[config.mk]
export PLATFORM = sky130hd
export DESIGN_NAME = uart_rx
export DESIGN_NICKNAME = d
export VERILOG_FILES = /design/src/rtl/uart_rx_pkg.sv /design/src/rtl/uart_rx_sync_2ff.sv /design/src/rtl/uart_rx.sv
export SDC_FILE = /design/constraint.sdc
export NUM_CORES = 1
export LEC_CHECK = 0
export ABC_AREA = 1
export CAP_MARGIN = 10
export CELL_PAD_IN_SITES_DETAIL_PLACEMENT = 0
export CELL_PAD_IN_SITES_GLOBAL_PLACEMENT = 1
export CORE_AREA = 2 2 65 67
export CTS_CLUSTER_SIZE = 25
export DETAILED_ROUTE_END_ITERATION = 12
export DIE_AREA = 0 0 67 69
export PLACE_DENSITY = 0.74
export SLEW_MARGIN = 30
export SYNTH_ARGS = -nofsm -noshare
export SYNTH_HDL_FRONTEND = slang
export SYNTH_HIERARCHICAL = 1
export SYNTH_SLANG_ARGS = --single-unit
[constraint.sdc]
create_clock -name clk_i -period 1.8 [get_ports clk_i]
set_input_delay 0.18 -clock clk_i [delete_from_list [all_inputs] [get_ports clk_i]]
set_output_delay 0.18 -clock clk_i [all_outputs]
set_load 0.005 [all_outputs]
[src/rtl/uart_rx_pkg.sv]
// Shared definitions for the UART receiver.
// Holds the receiver state encoding, the default frame constants shared with
// the transmitter and baud generator, and a parity helper.
package uart_rx_pkg;

  localparam int unsigned DefDataBits   = 8;
  localparam int unsigned DefOversample = 16;

  typedef enum logic [2:0] {
    StIdle   = 3'd0,
    StStart  = 3'd1,
    StData   = 3'd2,
    StParity = 3'd3,
    StStop   = 3'd4,
    StBreak  = 3'd5
  } rx_state_e;

  // Expected parity bit for up to 9 data bits; unused upper bits must be zero.
  function automatic logic parity_bit(input logic [8:0] data, input logic odd);
    return (^data) ^ odd;
  endfunction

endpackage

[src/rtl/uart_rx_sync_2ff.sv]
// Two-flop synchroniser for a single asynchronous input.
// Ports:
//   clk_i  - system clock
//   rst_i  - asynchronous active-high reset; both flops load ResetVal
//   d_i    - asynchronous input
//   q_o    - synchronised output
module uart_rx_sync_2ff #(
  parameter logic ResetVal = 1'b1
) (
  input  logic clk_i,
  input  logic rst_i,
  input  logic d_i,
  output logic q_o
);

  logic meta_q;
  logic sync_q;

  always_ff @(posedge clk_i or posedge rst_i) begin
    if (rst_i) begin
      meta_q <= ResetVal;
      sync_q <= ResetVal;
    end else begin
      meta_q <= d_i;
      sync_q <= meta_q;
    end
  end

  assign q_o = sync_q;

endmodule

[src/rtl/uart_rx.sv]
// UART receiver with 16x (configurable) oversampling and mid-bit sampling.
// Recovers start / DATA_BITS data (LSB first) / optional parity / stop frames.
// Ports:
//   clk_i          - system clock
//   rst_i          - asynchronous active-high reset
//   rx_tick_i      - one-cycle enable at OVERSAMPLE x baud
//   rx_serial_i    - asynchronous serial line, idle high
//   rx_data_o      - last correctly framed byte, held until the next one
//   rx_valid_o     - one-cycle pulse when rx_data_o updates
//   parity_error_o - one-cycle pulse with rx_valid_o when parity is wrong
//   frame_error_o  - one-cycle pulse when the stop bit is sampled low
//   rx_busy_o      - high whenever the receiver is not idle
module uart_rx
  import uart_rx_pkg::*;
#(
  parameter int unsigned DATA_BITS  = DefDataBits,
  parameter int unsigned OVERSAMPLE = DefOversample,
  parameter int unsigned PARITY_EN  = 0,
  parameter int unsigned PARITY_ODD = 0
) (
  input  logic                 clk_i,
  input  logic                 rst_i,
  input  logic                 rx_tick_i,
  input  logic                 rx_serial_i,
  output logic [DATA_BITS-1:0] rx_data_o,
  output logic                 rx_valid_o,
  output logic                 parity_error_o,
  output logic                 frame_error_o,
  output logic                 rx_busy_o
);

  localparam int unsigned CntW  = $clog2(OVERSAMPLE);
  localparam int unsigned BitnW = $clog2(DATA_BITS + 1);

  localparam logic [CntW-1:0]  CntHalf  = CntW'(OVERSAMPLE / 2 - 1);
  localparam logic [CntW-1:0]  CntLast  = CntW'(OVERSAMPLE - 1);
  localparam logic [BitnW-1:0] BitnLast = BitnW'(DATA_BITS - 1);
  localparam logic             ParOdd   = (PARITY_ODD != 0);
  localparam logic             ParEn    = (PARITY_EN != 0);

  logic rxs;

  rx_state_e            state_q, state_d;
  logic [CntW-1:0]      cnt_q, cnt_d;
  logic [BitnW-1:0]     bitn_q, bitn_d;
  logic [DATA_BITS-1:0] shift_q, shift_d;
  logic                 par_q, par_d;
  logic [DATA_BITS-1:0] data_q, data_d;
  logic                 valid_q, valid_d;
  logic                 perr_q, perr_d;
  logic                 ferr_q, ferr_d;

  uart_rx_sync_2ff #(
    .ResetVal (1'b1)
  ) u_sync (
    .clk_i (clk_i),
    .rst_i (rst_i),
    .d_i   (rx_serial_i),
    .q_o   (rxs)
  );

  always_comb begin
    state_d = state_q;
    cnt_d   = cnt_q;
    bitn_d  = bitn_q;
    shift_d = shift_q;
    par_d   = par_q;
    data_d  = data_q;
    // Output strobes clear every cycle, independent of the tick.
    valid_d = 1'b0;
    perr_d  = 1'b0;
    ferr_d  = 1'b0;

    if (rx_tick_i) begin
      unique case (state_q)
        StIdle: begin
          if (!rxs) begin
            state_d = StStart;
            cnt_d   = '0;
          end
        end

        StStart: begin
          if (cnt_q == CntHalf) begin
            cnt_d  = '0;
            bitn_d = '0;
            // A start bit that is gone by mid-bit is treated as a glitch.
            state_d = rxs ? StIdle : StData;
          end else begin
            cnt_d = cnt_q + 1'b1;
          end
        end

        StData: begin
          if (cnt_q == CntLast) begin
            cnt_d   = '0;
            shift_d = {rxs, shift_q[DATA_BITS-1:1]};
            if (bitn_q == BitnLast) begin
              bitn_d  = '0;
              state_d = ParEn ? StParity : StStop;
            end else begin
              bitn_d = bitn_q + 1'b1;
            end
          end else begin
            cnt_d = cnt_q + 1'b1;
          end
        end

        StParity: begin
          if (cnt_q == CntLast) begin
            cnt_d   = '0;
            par_d   = rxs;
            state_d = StStop;
          end else begin
            cnt_d = cnt_q + 1'b1;
          end
        end

        StStop: begin
          if (cnt_q == CntLast) begin
            cnt_d = '0;
            if (rxs) begin
              data_d  = shift_q;
              valid_d = 1'b1;
              perr_d  = ParEn && (par_q != parity_bit(9'(shift_q), ParOdd));
              // Returning at mid-stop lets a following start edge be caught.
              state_d = StIdle;
            end else begin
              ferr_d  = 1'b1;
              state_d = StBreak;
            end
          end else begin
            cnt_d = cnt_q + 1'b1;
          end
        end

        StBreak: begin
          if (rxs) begin
            state_d = StIdle;
          end
        end

        default: begin
          state_d = StIdle;
          cnt_d   = '0;
          bitn_d  = '0;
        end
      endcase
    end
  end

  always_ff @(posedge clk_i or posedge rst_i) begin
    if (rst_i) begin
      state_q <= StIdle;
      cnt_q   <= '0;
      bitn_q  <= '0;
      shift_q <= '0;
      par_q   <= 1'b0;
      data_q  <= '0;
      valid_q <= 1'b0;
      perr_q  <= 1'b0;
      ferr_q  <= 1'b0;
    end else begin
      state_q <= state_d;
      cnt_q   <= cnt_d;
      bitn_q  <= bitn_d;
      shift_q <= shift_d;
      par_q   <= par_d;
      data_q  <= data_d;
      valid_q <= valid_d;
      perr_q  <= perr_d;
      ferr_q  <= ferr_d;
    end
  end

  assign rx_data_o      = data_q;
  assign rx_valid_o     = valid_q;
  assign parity_error_o = perr_q;
  assign frame_error_o  = ferr_q;
  assign rx_busy_o      = (state_q != StIdle);

endmodule

==> impl_metrics.ini <==
[status]
status = completed

[synth]
ys_seq_area_share_pct = 49.0
syn_nets = 194
syn_avg_cell_area_um2 = 8.45
syn_inst = 188
synth_seq_cells = 31
ys_warn_count = 6
syn_area_um2 = 1590
synth.distinct_cells = 24

[setup_path]
cpPeakStageDelay_ns = 0.51
cp_slowest_cell = dfrtp_1
worst-endpoint-required_ns = 1.62
critPathArrivalTime_ns = 1.51
crit_buf_inv = 2
end_kind = output port
startpoint_type = register
crit_type = reg2out
crit_family = buffers and inverters
path_max_fanout = 7
crit_chain = inv_2, nand2_1, clkdlybuf4s50_1

[routing]
vias_per_cell = 4.70
drtAntennaViolNets = 0
drc_errors = 0
routed_wirelength_um = 2850
num_vias = 1199
drtIter0Drc = 101
drt-pass1-iter-count = 4
routedWlPerCell_um = 11.2

[clock_tree]
cts_resized = 0
tritoncts = yes
cts_buffers = 5
clk_pin_slew_ns = 0.07
clkLatencyLatePin_ns = 0.28
cts.path.max_buffers = 2
postCtsHoldBufs = 0
cts_setup_buffers = 0
cts-htree-levels = 2
cts_sinks = 31
cts_root_buf = clkbuf_8

[placed_design]
dp_hpwl_um = 2090
io_buffers = 14
dp.cells = 248
gp_congestion = 0.782

[layout]
nets = 211
layout.cells.non_filler = 255
drive_above_1_share_pct = 20.0
n_antenna_cell = 0
syn_to_final_growth_pct = 15.9
fin_util_pct = 47.1

[timing]
min_period_ns = 1.69
setup_viol = 0
hold_violations = 0
timing.final.crit_share_pct = 93.9
skew_ns = 0.00981
rsz0062_at_grt = false
drv_slew = 0
fin_setup_tns_ns = 0
max_freq_mhz = 591

[grt]
grt-ovfl-total = 0
antenna_found_initial = 0
grt_max_degree = 30
grt_pass1_vias = 1173
grt_pass1_wl_um = 5080
grt_use_total_pct = 14.5

[power_and_ir_drop]
p_leak_uw = 0.000872
ir_drop_mv = 0.528
finalPower_uw = 2030
power_density_nw_per_um2 = 1100

[die]
die_h_um = 69
die_x_um = 67
core_area_um2 = 3910
dieArea_um2 = 4620
initial_utilization_pct = 40.6
num_rows = 23
ioPinCount = 16

[job]
maxCapViolCount = 0

[hold_path]
hp-class = in2async
flip-flops by register name, indices dropped and copies added (netlist names):
name and cells:
rx_data_o 8, shift_q 8, bitn_q 4, cnt_q 4, state_q 3, frame_error_o 1, rx_valid_o 1, u_sync/meta_q 1
u_sync/q_o 1
report_power, final:
part           switching, uW  internal [uW]  leakage, uW  total [uW]
Combinational            385            219     0.000404         604
Clock                    246            299    0.0000470         545
Sequential               114            763     0.000421         876
stage by stage:
step | hold WS, ns | setup WS, ns | area, um2
floorplan | 0.0915 | 0.480 | 1590
global placement | 0.350 | 0.318 | 1750
detailed placement | 0.349 | 0.299 | 1750
CTS | 0.302 | 0.0415 | 1840
global route | 0.305 | 0.0158 | 1840
finish | 0.301 | 0.109 | 1840
metal layers:
metal | track usage (%) | share of wire [%]
met5 | 0 | 0
met4 | 6.58 | 2.3
met3 | 5.06 | 4.1
met2 | 21.3 | 46
met1 | 18.8 | 48
worst paths after layout:
path / slack [ns] / start / cells after the start / endpoint
worst min register to register: 0.36 / u_sync/meta_q$_DFF_PP1_ / 0 / u_sync/q_o$_DFF_PP1_
worst max register to register: 0.29 / cnt_q[0]$_DFFE_PP0P_ / 8 / state_q[1]$_DFFE_PP0P_
worst max-delay path: 0.11 / state_q[2]$_DFFE_PP0P_ / 3 / rx_busy_o
min in group clk_i: 0.32 / rx_serial_i / 1 / u_sync/meta_q$_DFF_PP1_
max in group asynchronous: 1.15 / rst_i / 3 / state_q[0]$_DFFE_PP0P_
worst min-delay path: 0.30 / rst_i / 2 / u_sync/q_o$_DFF_PP1_
cells in the mapped netlist, drive strengths merged:
cell type | n | area share, %
nand2 | 61 | 16
dfrtp | 29 | 46
o21ai | 25 | 9.8
inv | 24 | 5.7
nor2 | 17 | 6.1
nand3 | 14 | 5.5
buf | 5 | 3.1
nand4 | 3 | 1.2
dfstp | 2 | 3.3
ha | 2 | 1.6
xor2 | 2 | 1.1
clkinv | 1 | 0.31
conb | 1 | 0.24
nor3 | 1 | 0.31
or2 | 1 | 0.39
area by class of cell:
type                    instances  area [um2]
fillers                       406        2070
flip-flops and latches         31         779
multi-input cells             127         669
repair buffers                 15         148
inverters                      25        95.1
clock buffers                   6        82.6
well taps                      50        62.6
clock inverters                 1        5.00
cells in the final DEF, fill, tap and decap left out, drive strengths merged:
cell type / count
nand2: 61
dfrtp: 29
o21ai: 25
inv: 24
nor2: 17
clkdlybuf4s50: 14
nand3: 14
clkbuf: 6
nand4: 3
clkinv: 2
xor2: 2
ha: 2
dfstp: 2
nor3: 1
or2: 1
conb: 1
buf: 1
kinds of logic after synthesis:
family / count (synthesis) / synth area share [%]
other: 1 / 0.236
flip-flops: 31 / 49.0
XOR/XNOR: 2 / 1.10
AO/OA/AOI/OAI: 25 / 9.76
adder cells (fa/ha/maj): 2 / 1.57
buffers and inverters: 30 / 9.05
AND/OR/NAND/NOR: 97 / 29.3
Note: power is estimated with default switching activity, not from simulation.
